`config.mk`:
```
export PLATFORM = sky130hd
export DESIGN_NAME = difftest_commit_buffer
export DESIGN_NICKNAME = d
export VERILOG_FILES = /design/src/rtl/difftest_commit_buffer.sv
export SDC_FILE = /design/constraint.sdc
export NUM_CORES = 1
export LEC_CHECK = 0
export BUFFER_PORTS_ARGS = -buffer_cell sky130_fd_sc_hd__buf_2
export CAP_MARGIN = 20
export CORE_MARGIN = 2
export CORE_UTILIZATION = 45
export DETAILED_ROUTE_END_ITERATION = 8
export PLACE_DENSITY = 0.73
export REMOVE_ABC_BUFFERS = 1
export SLEW_MARGIN = 15
export SYNTH_ARGS = -nofsm -noshare
export SYNTH_HDL_FRONTEND = slang
export SYNTH_SLANG_ARGS = --single-unit
export TNS_END_PERCENT = 30
```
`constraint.sdc`:
```
create_clock -name clock -period 31.4 [get_ports clock]
set_clock_uncertainty 0.2 [all_clocks]
set_input_delay 3.14 -clock clock [delete_from_list [all_inputs] [get_ports clock]]
set_output_delay 3.14 -clock clock [all_outputs]
set_load 0.01 [all_outputs]
```
`src/rtl/difftest_commit_buffer.sv`:
```
// Commit capture FIFO for the difftest top: packs up to NUM_CH retire records per cycle
// and drains one per cycle. Optional halt-trap detection is built when DIFFTEST_TRAP_EN is defined.
module difftest_commit_buffer #(
    parameter int NUM_CH  = 2,
    parameter int DEPTH   = 8,
    parameter int PC_W    = 32,
    parameter int INSTR_W = 32,
    parameter int DATA_W  = 32,
    parameter int REG_AW  = 5,
    parameter logic [INSTR_W-1:0] TRAP_INSTR = INSTR_W'(32'h8000_0000)
) (
    input  logic                     clock,
    input  logic                     reset_n,
    input  logic                     commit_en_i,
    input  logic [NUM_CH-1:0]        commit_valid_i,
    input  logic [NUM_CH*PC_W-1:0]   commit_pc_i,
    input  logic [NUM_CH*INSTR_W-1:0] commit_instr_i,
    input  logic [NUM_CH-1:0]        commit_wreg_i,
    input  logic [NUM_CH*REG_AW-1:0] commit_waddr_i,
    input  logic [NUM_CH*DATA_W-1:0] commit_wdata_i,
    output logic                     full_o,
    output logic                     overflow_o,
    output logic                     out_valid_o,
    input  logic                     out_ready_i,
    output logic [PC_W-1:0]          out_pc_o,
    output logic [INSTR_W-1:0]       out_instr_o,
    output logic [REG_AW-1:0]        out_wdest_o,
    output logic [DATA_W-1:0]        out_wdata_o,
    output logic                     out_wen_o,
    output logic [7:0]               out_index_o,
    output logic [63:0]              cycle_cnt_o,
    output logic [63:0]              instr_cnt_o
`ifdef DIFFTEST_TRAP_EN
    ,
    output logic                     trap_valid_o,
    output logic [7:0]               trap_code_o,
    output logic [PC_W-1:0]          trap_pc_o
`endif
);

    localparam int PTR_W = $clog2(DEPTH);
    localparam int CNT_W = PTR_W + 1;

    logic [PC_W-1:0]    mem_pc_q    [DEPTH];
    logic [INSTR_W-1:0] mem_instr_q [DEPTH];
    logic               mem_wreg_q  [DEPTH];
    logic [REG_AW-1:0]  mem_waddr_q [DEPTH];
    logic [DATA_W-1:0]  mem_wdata_q [DEPTH];

    logic [PTR_W-1:0] wr_ptr_q, wr_ptr_d;
    logic [PTR_W-1:0] rd_ptr_q, rd_ptr_d;
    logic [CNT_W-1:0] count_q, count_d;
    logic             overflow_q, overflow_d;
    logic [63:0]      cycle_cnt_q, cycle_cnt_d;
    logic [63:0]      instr_cnt_q, instr_cnt_d;

    logic [CNT_W-1:0] n_enq;
    logic [CNT_W-1:0] free_slots;
    logic [NUM_CH-1:0] we;
    logic [PTR_W-1:0] slot_idx [NUM_CH];
    logic             full;
    logic             accept;
    logic             halted;
    logic             head_valid;
    logic             pop;

`ifdef DIFFTEST_TRAP_EN
    logic             trap_valid_q, trap_valid_d;
    logic [7:0]       trap_code_q, trap_code_d;
    logic [PC_W-1:0]  trap_pc_q, trap_pc_d;

    assign halted       = trap_valid_q;
    assign trap_valid_o = trap_valid_q;
    assign trap_code_o  = trap_code_q;
    assign trap_pc_o    = trap_pc_q;
`else
    assign halted = 1'b0;
`endif

    assign free_slots = CNT_W'(DEPTH) - count_q;
    assign full       = free_slots < CNT_W'(NUM_CH);

    // Valid channels are packed into consecutive slots in ascending channel order.
    always_comb begin
        n_enq = '0;
        we    = '0;
        for (int k = 0; k < NUM_CH; k++) begin
            slot_idx[k] = wr_ptr_q + n_enq[PTR_W-1:0];
            if (commit_en_i && commit_valid_i[k]) begin
                we[k] = !full;
                n_enq = n_enq + CNT_W'(1);
            end
        end
    end

    assign accept     = !full && (n_enq != '0);
    assign head_valid = (count_q != '0) && !halted;
    assign pop        = head_valid && out_ready_i;

    always_comb begin
        wr_ptr_d    = wr_ptr_q;
        rd_ptr_d    = rd_ptr_q;
        count_d     = count_q;
        overflow_d  = overflow_q;
        cycle_cnt_d = cycle_cnt_q;
        instr_cnt_d = instr_cnt_q;
        if (accept) begin
            wr_ptr_d = wr_ptr_q + n_enq[PTR_W-1:0];
        end
        if (pop) begin
            rd_ptr_d    = rd_ptr_q + PTR_W'(1);
            instr_cnt_d = instr_cnt_q + 64'd1;
        end
        count_d = count_q + (accept ? n_enq : CNT_W'(0)) - CNT_W'(pop);
        if (full && (n_enq != '0)) begin
            overflow_d = 1'b1;
        end
        if (!halted) begin
            cycle_cnt_d = cycle_cnt_q + 64'd1;
        end
    end

`ifdef DIFFTEST_TRAP_EN
    always_comb begin
        trap_valid_d = trap_valid_q;
        trap_code_d  = trap_code_q;
        trap_pc_d    = trap_pc_q;
        if (pop && (mem_instr_q[rd_ptr_q] == TRAP_INSTR)) begin
            trap_valid_d = 1'b1;
            trap_code_d  = mem_wdata_q[rd_ptr_q][7:0];
            trap_pc_d    = mem_pc_q[rd_ptr_q];
        end
    end

    always_ff @(posedge clock) begin
        if (!reset_n) begin
            trap_valid_q <= 1'b0;
            trap_code_q  <= '0;
            trap_pc_q    <= '0;
        end else begin
            trap_valid_q <= trap_valid_d;
            trap_code_q  <= trap_code_d;
            trap_pc_q    <= trap_pc_d;
        end
    end
`endif

    always_ff @(posedge clock) begin
        if (!reset_n) begin
            wr_ptr_q    <= '0;
            rd_ptr_q    <= '0;
            count_q     <= '0;
            overflow_q  <= 1'b0;
            cycle_cnt_q <= '0;
            instr_cnt_q <= '0;
        end else begin
            wr_ptr_q    <= wr_ptr_d;
            rd_ptr_q    <= rd_ptr_d;
            count_q     <= count_d;
            overflow_q  <= overflow_d;
            cycle_cnt_q <= cycle_cnt_d;
            instr_cnt_q <= instr_cnt_d;
        end
    end

    // Storage carries no reset; validity is tracked by count_q alone.
    always_ff @(posedge clock) begin
        for (int k = 0; k < NUM_CH; k++) begin
            if (we[k]) begin
                mem_pc_q[slot_idx[k]]    <= commit_pc_i[k*PC_W +: PC_W];
                mem_instr_q[slot_idx[k]] <= commit_instr_i[k*INSTR_W +: INSTR_W];
                mem_wreg_q[slot_idx[k]]  <= commit_wreg_i[k];
                mem_waddr_q[slot_idx[k]] <= commit_waddr_i[k*REG_AW +: REG_AW];
                mem_wdata_q[slot_idx[k]] <= commit_wdata_i[k*DATA_W +: DATA_W];
            end
        end
    end

    assign full_o      = full;
    assign overflow_o  = overflow_q;
    assign out_valid_o = head_valid;
    assign out_pc_o    = mem_pc_q[rd_ptr_q];
    assign out_instr_o = mem_instr_q[rd_ptr_q];
    assign out_wdest_o = mem_waddr_q[rd_ptr_q];
    assign out_wdata_o = mem_wdata_q[rd_ptr_q];
    assign out_wen_o   = mem_wreg_q[rd_ptr_q] && (mem_waddr_q[rd_ptr_q] != '0);
    assign out_index_o = instr_cnt_q[7:0];
    assign cycle_cnt_o = cycle_cnt_q;
    assign instr_cnt_o = instr_cnt_q;

endmodule
```
==> key figures, run 1 <==
Power and ir drop
  – Pwr Total: 3.54 mW
  – Worst IR Drop VDD: between 0.00004 and 0.00005 V
  – Pleak: 18.8 nW
  – Power per Cell Area: 65.1 nW/µm²

Final layout
  – Fin area: 54400 µm²
  – Layout Nets: 3575
  – Layout cells sized above 1: 51.7%
  – Final std cells w/o fill: 4825
  – Area Growth Syn to Fin: 14.9%

Yosys
  – Top post-synthesis cells by area: edfxtp_1 52%, mux2_2 20%, mux4_2 9.7%
  – Mapped cell area: 47300 µm²
  – Yosys top cell by area: edfxtp_1
  – Library cells used by synthesis: 55
  – Most numerous cell in the Yosys netlist: mux2_2
  – Yosys top cell area share: 51.8%
  – Synth top cells by count: 827 x mux2_2, 816 x edfxtp_1, 204 x mux4_2
  – Yosys warns: 0
  – Sequential share of the synthesized area: 57.8%
  – Primary FF master, synth: edfxtp_1
  – EDFF count, synth: approximately 820
  – Yosys reg bits: about 960
  – Async set-reset flop share out of synthesis: 0%
  – Mean post-synth cell area: around 16 µm²
  – Post-Syn Instances: 2923

Drt
  – Routed WL per cell: 25.7 µm
  – Via Count: 28371
  – DR iter-0 viols: around 2300
  – TritonRoute pass-1 iters: 5
  – Via/cell ratio: 5.88
  – Final ANT Viol Nets: 0
  – DRT Wirelength: 124000 µm
  – Remaining DRCs: 0

Floorplanning
  – Die area: 108000 µm²
  – Num rows: 118
  – Die Y: 328 µm
  – DIE WIDTH: 328 µm
  – Core footprint: 104000 µm²
  – I/O pin cnt: roughly 450
  – Initial Util: 45.6%

Placed design
  – HPWL Detailed: 71400 µm
  – Port Buffer Count: between 400 and 500
  – Routability cong.: 0.855
  – DP Worst Slack: 23760 ps
  – DP Area: 51000 µm²
  – Placed Cells: 4620

Clock network
  – TritonCTS buffer count: 104
  – CTS tree: built
  – Maximum root-to-sink buffer count: 3
  – Worst-path clk slew: 60 ps
  – Clock latency on the worst-skew pair: 660 ps
  – Post CTS Setup Buffer Count: 0
  – # hold bufs at CTS: 0
  – CTS root buffer: clkbuf_16
  – Clock tree sinks: 958
  – Post-cts sizing count: 0
  – H-tree depth: 3

STA
  – Worst Max-Slew Pin Slew: 1180 ps
  – Fin. Hold Viols: 0
  – Unrepaired setup endpoints after global routing: no
  – F_max: approximately 0.13 GHz
  – Max-Slew Margin vs Limit: 21.1%
  – Fin crit share: 24.3%
  – Final setup fails: 0
  – Final setup margin: 23760 ps
  – Final Max Slew Viols: 0
  – Final TNS setup: 0 ps
  – Final Critical Period: ~7600 ps

Global route
  – First-pass GRT wire length: 186000 µm
  – Initial antenna violation count: between 50 and 60
  – Vias in the first global route: 29325
  – Largest net degree at the start of global routing: 103
  – Tot GR Track Use: 22.8%
  – Total grt overflow: 0

Setup path
  – Startpoint types: flop
  – Setup CP Type: flop to output port
  – Arrival time at the worst endpoint: 4300 ps
  – Critical path fanouts, max: 70
  – Setup crit end kind: output port
  – Required time worst endpoint: 28060 ps

Run
  – Number of max-cap violations: 0

Status
  – Status: finished clean

Hold path
  – HP Class: flop to flop
==> per-stage QoR <==
step                      hold slack [ps]  utilization, %
final                                 267            52.3
after global routing                  294            52.3
after CTS                             273            52.2
after detailed placement              257            49.1
after global placement                256            49.0
after floorplan                       254               -
==> layout make-up <==
cell class | instances | area, µm²
diodes | 15 | 37.5
clock buffers | 134 | 2770
clock inverters | 54 | 517
fillers | 8554 | 49600
inverters | 29 | 110
multi-input cells | 1754 | 19200
flip-flops and latches | 958 | 27400
well taps | 1380 | 1730
repair buffers | 501 | 2710
==> layer usage <==
layer	up-vias	track usage [%]	part of all wire, %	wire length, µm
met5	-	0	0.31	382
met4	62	5.38	1.9	2400
met3	221	6.74	8.5	10500
met2	958	36.1	47	58500
met1	14569	30.9	42	52000
li1	12561	-	-	-
==> state kept, by name, indices dropped and copies added, names as in the netlist, named ones only <==
signal / count
wr_ptr_q: 3
overflow_o: 1
instr_cnt_o: 64
count_q: 4
mem_wreg_q: 8
rd_ptr_q: 3
mem_pc_q: 256
mem_instr_q: 256
cycle_cnt_o: 64
mem_waddr_q: 40
mem_wdata_q: 256
==> worst paths after layout <==
check                                  to  slack [ps]  cells after the start               startpoint
max                             out_wen_o       23760                      6                     flop
min               overflow_o$_SDFFE_PN0P_         270                      1  overflow_o$_SDFFE_PN0P_
max reg2reg  mem_instr_q[6][27]$_DFFE_PP_       26460                     10    count_q[0]$_SDFF_PN0_
min reg2reg       overflow_o$_SDFFE_PN0P_         270                      1  overflow_o$_SDFFE_PN0P_
==> report_power, final <==
group | leakage [nW] | switching, mW | internal [mW]
Sequential | 8.54 | 0.0249 | 1.49
Combinational | 8.66 | 0.431 | 0.400
Clock | 1.60 | 0.503 | 0.694
==> worst max-delay path, stage by stage (launching register included) <==
cell	delay, ps
dfxtp_4	340
buf_4	820
buf_4	1020
mux4_2	620
mux2_2	340
o221a_2	340
buf_2	150
==> cell usage in the layout (no fill, tap or decap), types with 13 or more instances in the layout <==
master / n
nand2_1: 60
mux2_2: 827
mux2_1: 21
mux2_4: 69
xnor2_1: 25
clkinv_1: 19
xor2_1: 43
edfxtp_1: 816
buf_2: 450
or4_1: 16
a21oi_1: 60
nor4_1: 14
nand3_1: 52
clkinv_2: 19
o31ai_1: 14
ha_1: 15
nor2_1: 82
inv_1: 26
and3_1: 17
dfxtp_1: 139
buf_4: 47
o21ai_0: 43
diode_2: 15
or3_1: 43
clkbuf_16: 106
clkbuf_1: 27
mux4_2: 204
nand4_1: 60
nor3_1: 13
==> cells by family (layout without fill, tap and decap cells) <==
kind of cell	Yosys count	after routing	share of synthesized area (%)
multiplexers	1125	1125	32.1
flip-flops	958	958	57.8
AND/OR/NAND/NOR	403	403	4.54
buffers and inverters	211	718	2.12
AO/OA/AOI/OAI	141	141	1.70
XOR/XNOR	68	68	1.26
adder cells (fa/ha/maj)	17	17	0.481
other	0	15	0
No activity file was read; power rests on OpenSTA's default activity.
==> run 2: changes to the inputs <==
==> constraint.sdc (replaced) <==
create_clock -name clock -period 7.66 [get_ports clock]
set_clock_uncertainty 0.2 [all_clocks]
set_input_delay 0.766 -clock clock [delete_from_list [all_inputs] [get_ports clock]]
set_output_delay 0.766 -clock clock [all_outputs]
set_load 0.01 [all_outputs]
==> run 2 against run 1 <==
Critical path depth is 1 lower. Clock power grew to 4.1 times the previous value. Global-route usage decreased by 0.33 points. Non-clock buffer count shrank 4. Largest power group unchanged. Combinational power increased to 4.0 times the previous value. Sequential share of layout area rose by 0.074 points. Utilization shrank 0.077 points.
==> key figures, run 2 (synthesis gave the netlist of run 1 again) <==
Status
  – Status: finished clean

Drt
  – Remaining DRCs: 0
  – Via Count: 28238
  – Routed WL per cell: around 25 µm
  – DRT Wirelength: about 120000 µm
  – Via/cell ratio: 5.86
  – DR iter-0 viols: 2227
  – TritonRoute pass-1 iters: 4
  – Final ANT Viol Nets: 0

Clock network
  – TritonCTS buffer count: 104
  – Post CTS Setup Buffer Count: 0
  – CTS tree: built
  – Maximum root-to-sink buffer count: 3
  – H-tree depth: 3
  – Worst-path clk slew: ~60 ps
  – # hold bufs at CTS: 0
  – Post-cts sizing count: 0
  – Clock tree sinks: 958
  – Clock latency on the worst-skew pair: 680 ps
  – CTS root buffer: clkbuf_16

Floorplanning
  – DIE WIDTH: around 330 µm
  – Initial Util: a little under half
  – Core footprint: 104000 µm²
  – Die area: 108000 µm²
  – Num rows: 118
  – I/O pin cnt: about 450
  – Die Y: 328 µm

Hold path
  – Worst hold start: commit_pc_i[49]
  – Worst Hold End: mem_pc_q[2][17]$_DFFE_PP_
  – HP Class: input port to flop
  – WHS Path Cells: 2

Placed design
  – HPWL Detailed: 72000 µm
  – DP Area: 51000 µm²
  – Routability cong.: 0.856
  – Placed Cells: 4617
  – Port Buffer Count: 450

STA
  – Fin. Hold Viols: 0
  – Unrepaired setup endpoints after global routing: no
  – Worst Max-Slew Pin Slew: between 1000 and 1500 ps
  – Fin crit share: 64.2%
  – Max-Slew Margin vs Limit: 23.2%
  – Final Max Slew Viols: 0
  – F_max: around 0.20 GHz
  – Final setup fails: 0
  – Final Critical Period: around 4900 ps

Setup path
  – Crit path cell chain: buf_4 > mux2_2 > or4_1 > o221a_2 > buf_2
  – Setup crit end kind: output port
  – Critical path fanouts, max: 58
  – R2r setup slk: 3080 ps
  – Capture point of the worst reg-to-reg path: mem_wdata_q[3][26]$_DFFE_PP_
  – Reg2reg start: count_q[0]$_SDFF_PN0_
  – Arrival time at the worst endpoint: 3950 ps
  – Delay of the slowest critical-path stage: 990 ps
  – Critical-path top delay cell: dfxtp_4
  – Crit path buf inv count: 2
  – Startpoint types: flop
  – Required time worst endpoint: 6690 ps
  – CP delay by family, top: flip-flops
  – Reg2reg path depth: 10
  – Setup CP Type: flop to output port

Power and ir drop
  – Gate power share: 22.8%
  – Worst IR Drop VDD: 0.000222 V
  – Sw power: 3.95 mW
  – Clock power frac: 33.6%
  – Internal: approximately 11 mW
  – Pleak: 18.8 nW
  – Power per Cell Area: around 270 nW/µm²
  – Sequential power share: 43.5%
  – Net Sw Frac: a little over a quarter

Final layout
  – Area Growth Syn to Fin: 14.7%
  – Fillers: 8567
  – Final std cells w/o fill: 4821
  – Commonest non-fill, non-tap cells in the layout: 827 x mux2_2, 816 x edfxtp_1, 451 x buf_2, 204 x mux4_2, 139 x dfxtp_1
  – Fin area: 54300 µm²
  – Layout Nets: 3571
  – Leading cell type in the layout, fill and taps excluded: mux2_2
  – Layout cells sized above 1: 51.7%

Global route
  – Initial antenna violation count: 34
  – Tot GR Track Use: between 20% and 30%
  – Vias in the first global route: 28887
  – Total grt overflow: 0
  – First-pass GRT wire length: 183000 µm
  – Largest net degree at the start of global routing: between 90 and 100

Run
  – Number of max-cap violations: 0
-- run 2: final cells by class --
class / count / area, µm² / area share, %
antenna: 13 / 32.5 / 0.0599
clock inverter: 53 / 433 / 0.797
timing repair buffer: 497 / 2640 / 4.87
inverter: 29 / 110 / 0.203
multi-input combinational: 1754 / 19200 / 35.3
sequential: 958 / 27400 / 50.4
tap: 1380 / 1730 / 3.18
clock buffer: 137 / 2850 / 5.24
-- run 2: how the worst max path moves through the flow --
stage	startpoint	endpoint	slack, ps	cells after the start
after CTS	flop	out_wen_o	2630	5
after floorplan	commit_en_i	mem_instr_q[4][0]$_DFFE_PP_	-5340	7
after global placement	commit_en_i	mem_pc_q[4][2]$_DFFE_PP_	2780	10
final	flop	out_wen_o	2740	5
after global routing	flop	out_wen_o	2580	5
after detailed placement	commit_en_i	mem_wreg_q[2]$_DFFE_PP_	2720	10
-- run 2: per-stage QoR --
| stage | setup TNS [ps] | hold slack (ps) | worst slack [ps] | total power, mW | util (%) |
|---|---|---|---|---|---|
| 2_1_floorplan | -3609000 | 254 | -5340 | 9.07 | - |
| 3_3_place_gp | 0 | 252 | 2780 | 9.70 | 49.0 |
| 3_5_place_dp | 0 | 264 | 2720 | 9.75 | 49.1 |
| 4_1_cts | 0 | 209 | 2630 | 14.6 | 52.2 |
| 5_1_grt | 0 | 248 | 2580 | 15.0 | 52.2 |
| 6_report | 0 | 263 | 2740 | 14.5 | 52.2 |
-- run 2: worst reg2reg max path, stage by stage, from the launching register on --
cell and delay [ps]:
dfxtp_1 360, inv_1 60, ha_1 240, nor3b_1 210, a31oi_1 80, or2_1 450, inv_2 340, or3_4 470
buf_4 630, buf_4 810, mux2_2 490
-- run 2: power by group through the flow --
stage / Sequential, mW / Clock, mW / Combinational, mW
3_3_place_gp: 6.39 / 0 / 3.31
6_report: 6.29 / 4.86 / 3.30
3_5_place_dp: 6.41 / 0 / 3.34
2_1_floorplan: 6.65 / 0 / 2.42
5_1_grt: 6.33 / 5.17 / 3.55
4_1_cts: 6.30 / 4.97 / 3.35
-- run 2: per-layer routing --
layer,GRT usage [%],vias to the layer above,wire [µm]
met5,0,-,287
met4,5.37,44,2210
met3,5.63,168,9480
met2,36.4,867,58900
met1,30.3,14580,51700
li1,-,12579,-
==> run 3: changes to the inputs <==
--- a/config.mk
+++ b/config.mk
@@ -10,7 +10,7 @@
 export CORE_MARGIN = 2
 export CORE_UTILIZATION = 45
 export DETAILED_ROUTE_END_ITERATION = 8
-export PLACE_DENSITY = 0.73
+export PLACE_DENSITY = 0.76
 export REMOVE_ABC_BUFFERS = 1
 export SLEW_MARGIN = 15
 export SYNTH_ARGS = -nofsm -noshare
==> constraint.sdc (replaced) <==
create_clock -name clock -period 4.4 [get_ports clock]
set_clock_uncertainty 0.2 [all_clocks]
set_input_delay 0.44 -clock clock [delete_from_list [all_inputs] [get_ports clock]]
set_output_delay 0.44 -clock clock [all_outputs]
set_load 0.01 [all_outputs]
==> run 3 against run 2 <==
Critical path depth unchanged. Register-to-register slack got worse by 2600 ps. Utilization is 3.3 points higher. Sequential share of layout area shrank 3.0 points.
==> key figures, run 3 (synthesis gave the netlist of run 1 again) <==
Status
  – Status: finished clean

Clock network
  – Post-cts sizing count: 0
  – CTS root buffer: clkbuf_16
  – TritonCTS buffer count: a little over 100
  – Clock latency on the worst-skew pair: 690 ps
  – Clock tree sinks: around 960
  – Worst-path clk slew: 60 ps
  – # hold bufs at CTS: 306
  – Maximum root-to-sink buffer count: 3
  – H-tree depth: 3
  – Post CTS Setup Buffer Count: 0
  – CTS tree: built

Run
  – Number of max-cap violations: 0

Setup path
  – Setup crit end kind: output port
  – Setup CP Type: flop to output port
  – Reg2reg path depth: 11
  – Required time worst endpoint: 3760 ps
  – Startpoint types: flop
  – Crit path cell chain: buf_4 > mux2_2 > or4_1 > o221a_2 > buf_2
  – Reg2reg start: count_q[0]$_SDFF_PN0_
  – Critical-path top delay cell: dfxtp_4
  – R2r setup slk: 510 ps
  – Delay of the slowest critical-path stage: 680 ps
  – Setup crit end: out_wen_o
  – Arrival time at the worst endpoint: 3440 ps
  – Capture point of the worst reg-to-reg path: mem_instr_q[6][30]$_DFFE_PP_
  – Critical path fanouts, max: 33

Global route
  – Largest net degree at the start of global routing: 81
  – Initial antenna violation count: 16
  – Met3 GRT Util: 5.22%
  – Vias in the first global route: between 30000 and 40000
  – Met2 track demand over resource: 39.4%
  – First-pass GRT wire length: approximately 190000 µm
  – Total grt overflow: 0
  – Met1 GRT Util: 30.0%
  – Tot GR Track Use: 23.1%
  – GRT busiest layer: met2

Placed design
  – Routability cong.: 0.811
  – DP Area: 51400 µm²
  – HPWL Detailed: roughly 70000 µm
  – DP Worst Slack: a little under 900 ps
  – Placed Cells: around 4600
  – Port Buffer Count: 450

STA
  – Fin crit share: 92.7%
  – Max-Slew Margin vs Limit: 29.0%
  – Final setup margin: approximately 320 ps
  – Fin. Hold Viols: 0
  – Unrepaired setup endpoints after global routing: no
  – Final Critical Period: 4080 ps
  – Final setup fails: 0
  – Final TNS setup: 0 ps
  – WHS: 82.9 ps
  – Final Max Slew Viols: 0
  – Worst Max-Slew Pin Slew: between 1000 and 1500 ps
  – F_max: 0.245 GHz

Floorplanning
  – Num rows: between 100 and 150
  – DIE WIDTH: 328 µm
  – Die area: 108000 µm²
  – Initial Util: 45.6%
  – Core footprint: between 100000 and 150000 µm²
  – Die Y: 328 µm
  – I/O pin cnt: 451

Final layout
  – Leading cell type in the layout, fill and taps excluded: mux2_2
  – Final std cells w/o fill: approximately 5000
  – Layout Nets: between 3000 and 4000
  – Layout cells sized above 1: 47.8%
  – Fillers: about 8200
  – Fin area: 57700 µm²
  – Commonest non-fill, non-tap cells in the layout: 827 x mux2_2, 816 x edfxtp_1, 450 x buf_2, 306 x dlygate4sd3_1, 204 x mux4_2
  – Area Growth Syn to Fin: 21.9%

Drt
  – Remaining DRCs: 0
  – Final ANT Viol Nets: 0
  – Via Count: 29529
  – DR iter-0 viols: 2176
  – Routed WL per cell: 24.7 µm
  – Via/cell ratio: 5.76
  – TritonRoute pass-1 iters: 6
  – DRT Wirelength: around 130000 µm

Hold path
  – HP Class: input port to flop

Power and ir drop
  – Net Sw Frac: 27.5%
  – Worst IR Drop VDD: 0.000319 V
  – Sequential power share: 42.7%
  – Sw power: 6.98 mW
  – Clock power frac: around 33%
  – Pleak: 20.2 nW
  – Internal: 18.4 mW
  – Gate power share: 24.5%
  – Power per Cell Area: 440 nW/µm²
-- run 3: cell count changes in the layout (fill, tap and decap cells not counted), sizes merged --
| cell | previous run | this run |
|---|---|---|
| clkinv | 43 | 49 |
| dlygate4sd3 | 0 | 306 |
| buf | 497 | 508 |
| diode | 13 | 6 |
| clkinvlp | 3 | 6 |
| clkbuf | 137 | 124 |
| bufinv | 5 | 6 |
-- run 3: power by group through the flow --
stage / clock network (mW) / logic (mW) / registers, mW
floorplan: 0 / 3.82 / 11.5
global placement: 0 / 5.93 / 11.0
detailed placement: 0 / 6.00 / 11.0
CTS: 8.50 / 6.30 / 10.8
global route: 8.84 / 6.65 / 10.9
finish: 8.34 / 6.23 / 10.8
-- run 3: stage by stage --
step	util (%)	power, mW
6_report	55.5	25.4
5_1_grt	55.5	26.4
4_1_cts	55.5	25.6
3_5_place_dp	49.4	17.0
3_3_place_gp	49.4	16.9
2_1_floorplan	-	15.3
-- run 3: final cells by class --
| class | count | area [µm²] | share of cell area (%) |
|---|---|---|---|
| diodes | 6 | 15.0 | 0.0260 |
| flip-flops and latches | 958 | 27400 | 47.4 |
| well taps | 1380 | 1730 | 2.99 |
| inverters | 29 | 110 | 0.191 |
| clock buffers | 124 | 2690 | 4.66 |
| repair buffers | 814 | 6130 | 10.6 |
| multi-input cells | 1754 | 19200 | 33.2 |
| clock inverters | 63 | 527 | 0.913 |
-- run 3: critical path, delay by kind of cell (launching register included) --
family	cells	cell delay (ps)
AO/OA/AOI/OAI	1	310
AND/OR/NAND/NOR	1	550
buffers and inverters	2	720
flip-flops	1	680
multiplexers	1	460
-- run 3: worst min-delay path by stage --
stage                                       endpoint                      from  depth (start not counted)  slack, ps
after floorplan                                 flop  rd_ptr_q[1]$_SDFFE_PN0P_                          2        250
after global placement       overflow_o$_SDFFE_PN0P_   overflow_o$_SDFFE_PN0P_                          1        250
after detailed placement     overflow_o$_SDFFE_PN0P_   overflow_o$_SDFFE_PN0P_                          1        260
after CTS                 cycle_cnt_o[23]$_SDFF_PN0_                   reset_n                          3         20
after global routing      cycle_cnt_o[23]$_SDFF_PN0_                   reset_n                          3         50
final                     cycle_cnt_o[23]$_SDFF_PN0_                   reset_n                          3         80
-- run 3: routing by layer --
| layer | vias up | share of wire (%) |
|---|---|---|
| met1 | 15115 | 41 |
| met3 | 189 | 7.3 |
| li1 | 13159 | - |
| met2 | 1044 | 50 |
| met4 | 22 | 1.9 |
| met5 | - | 0.11 |
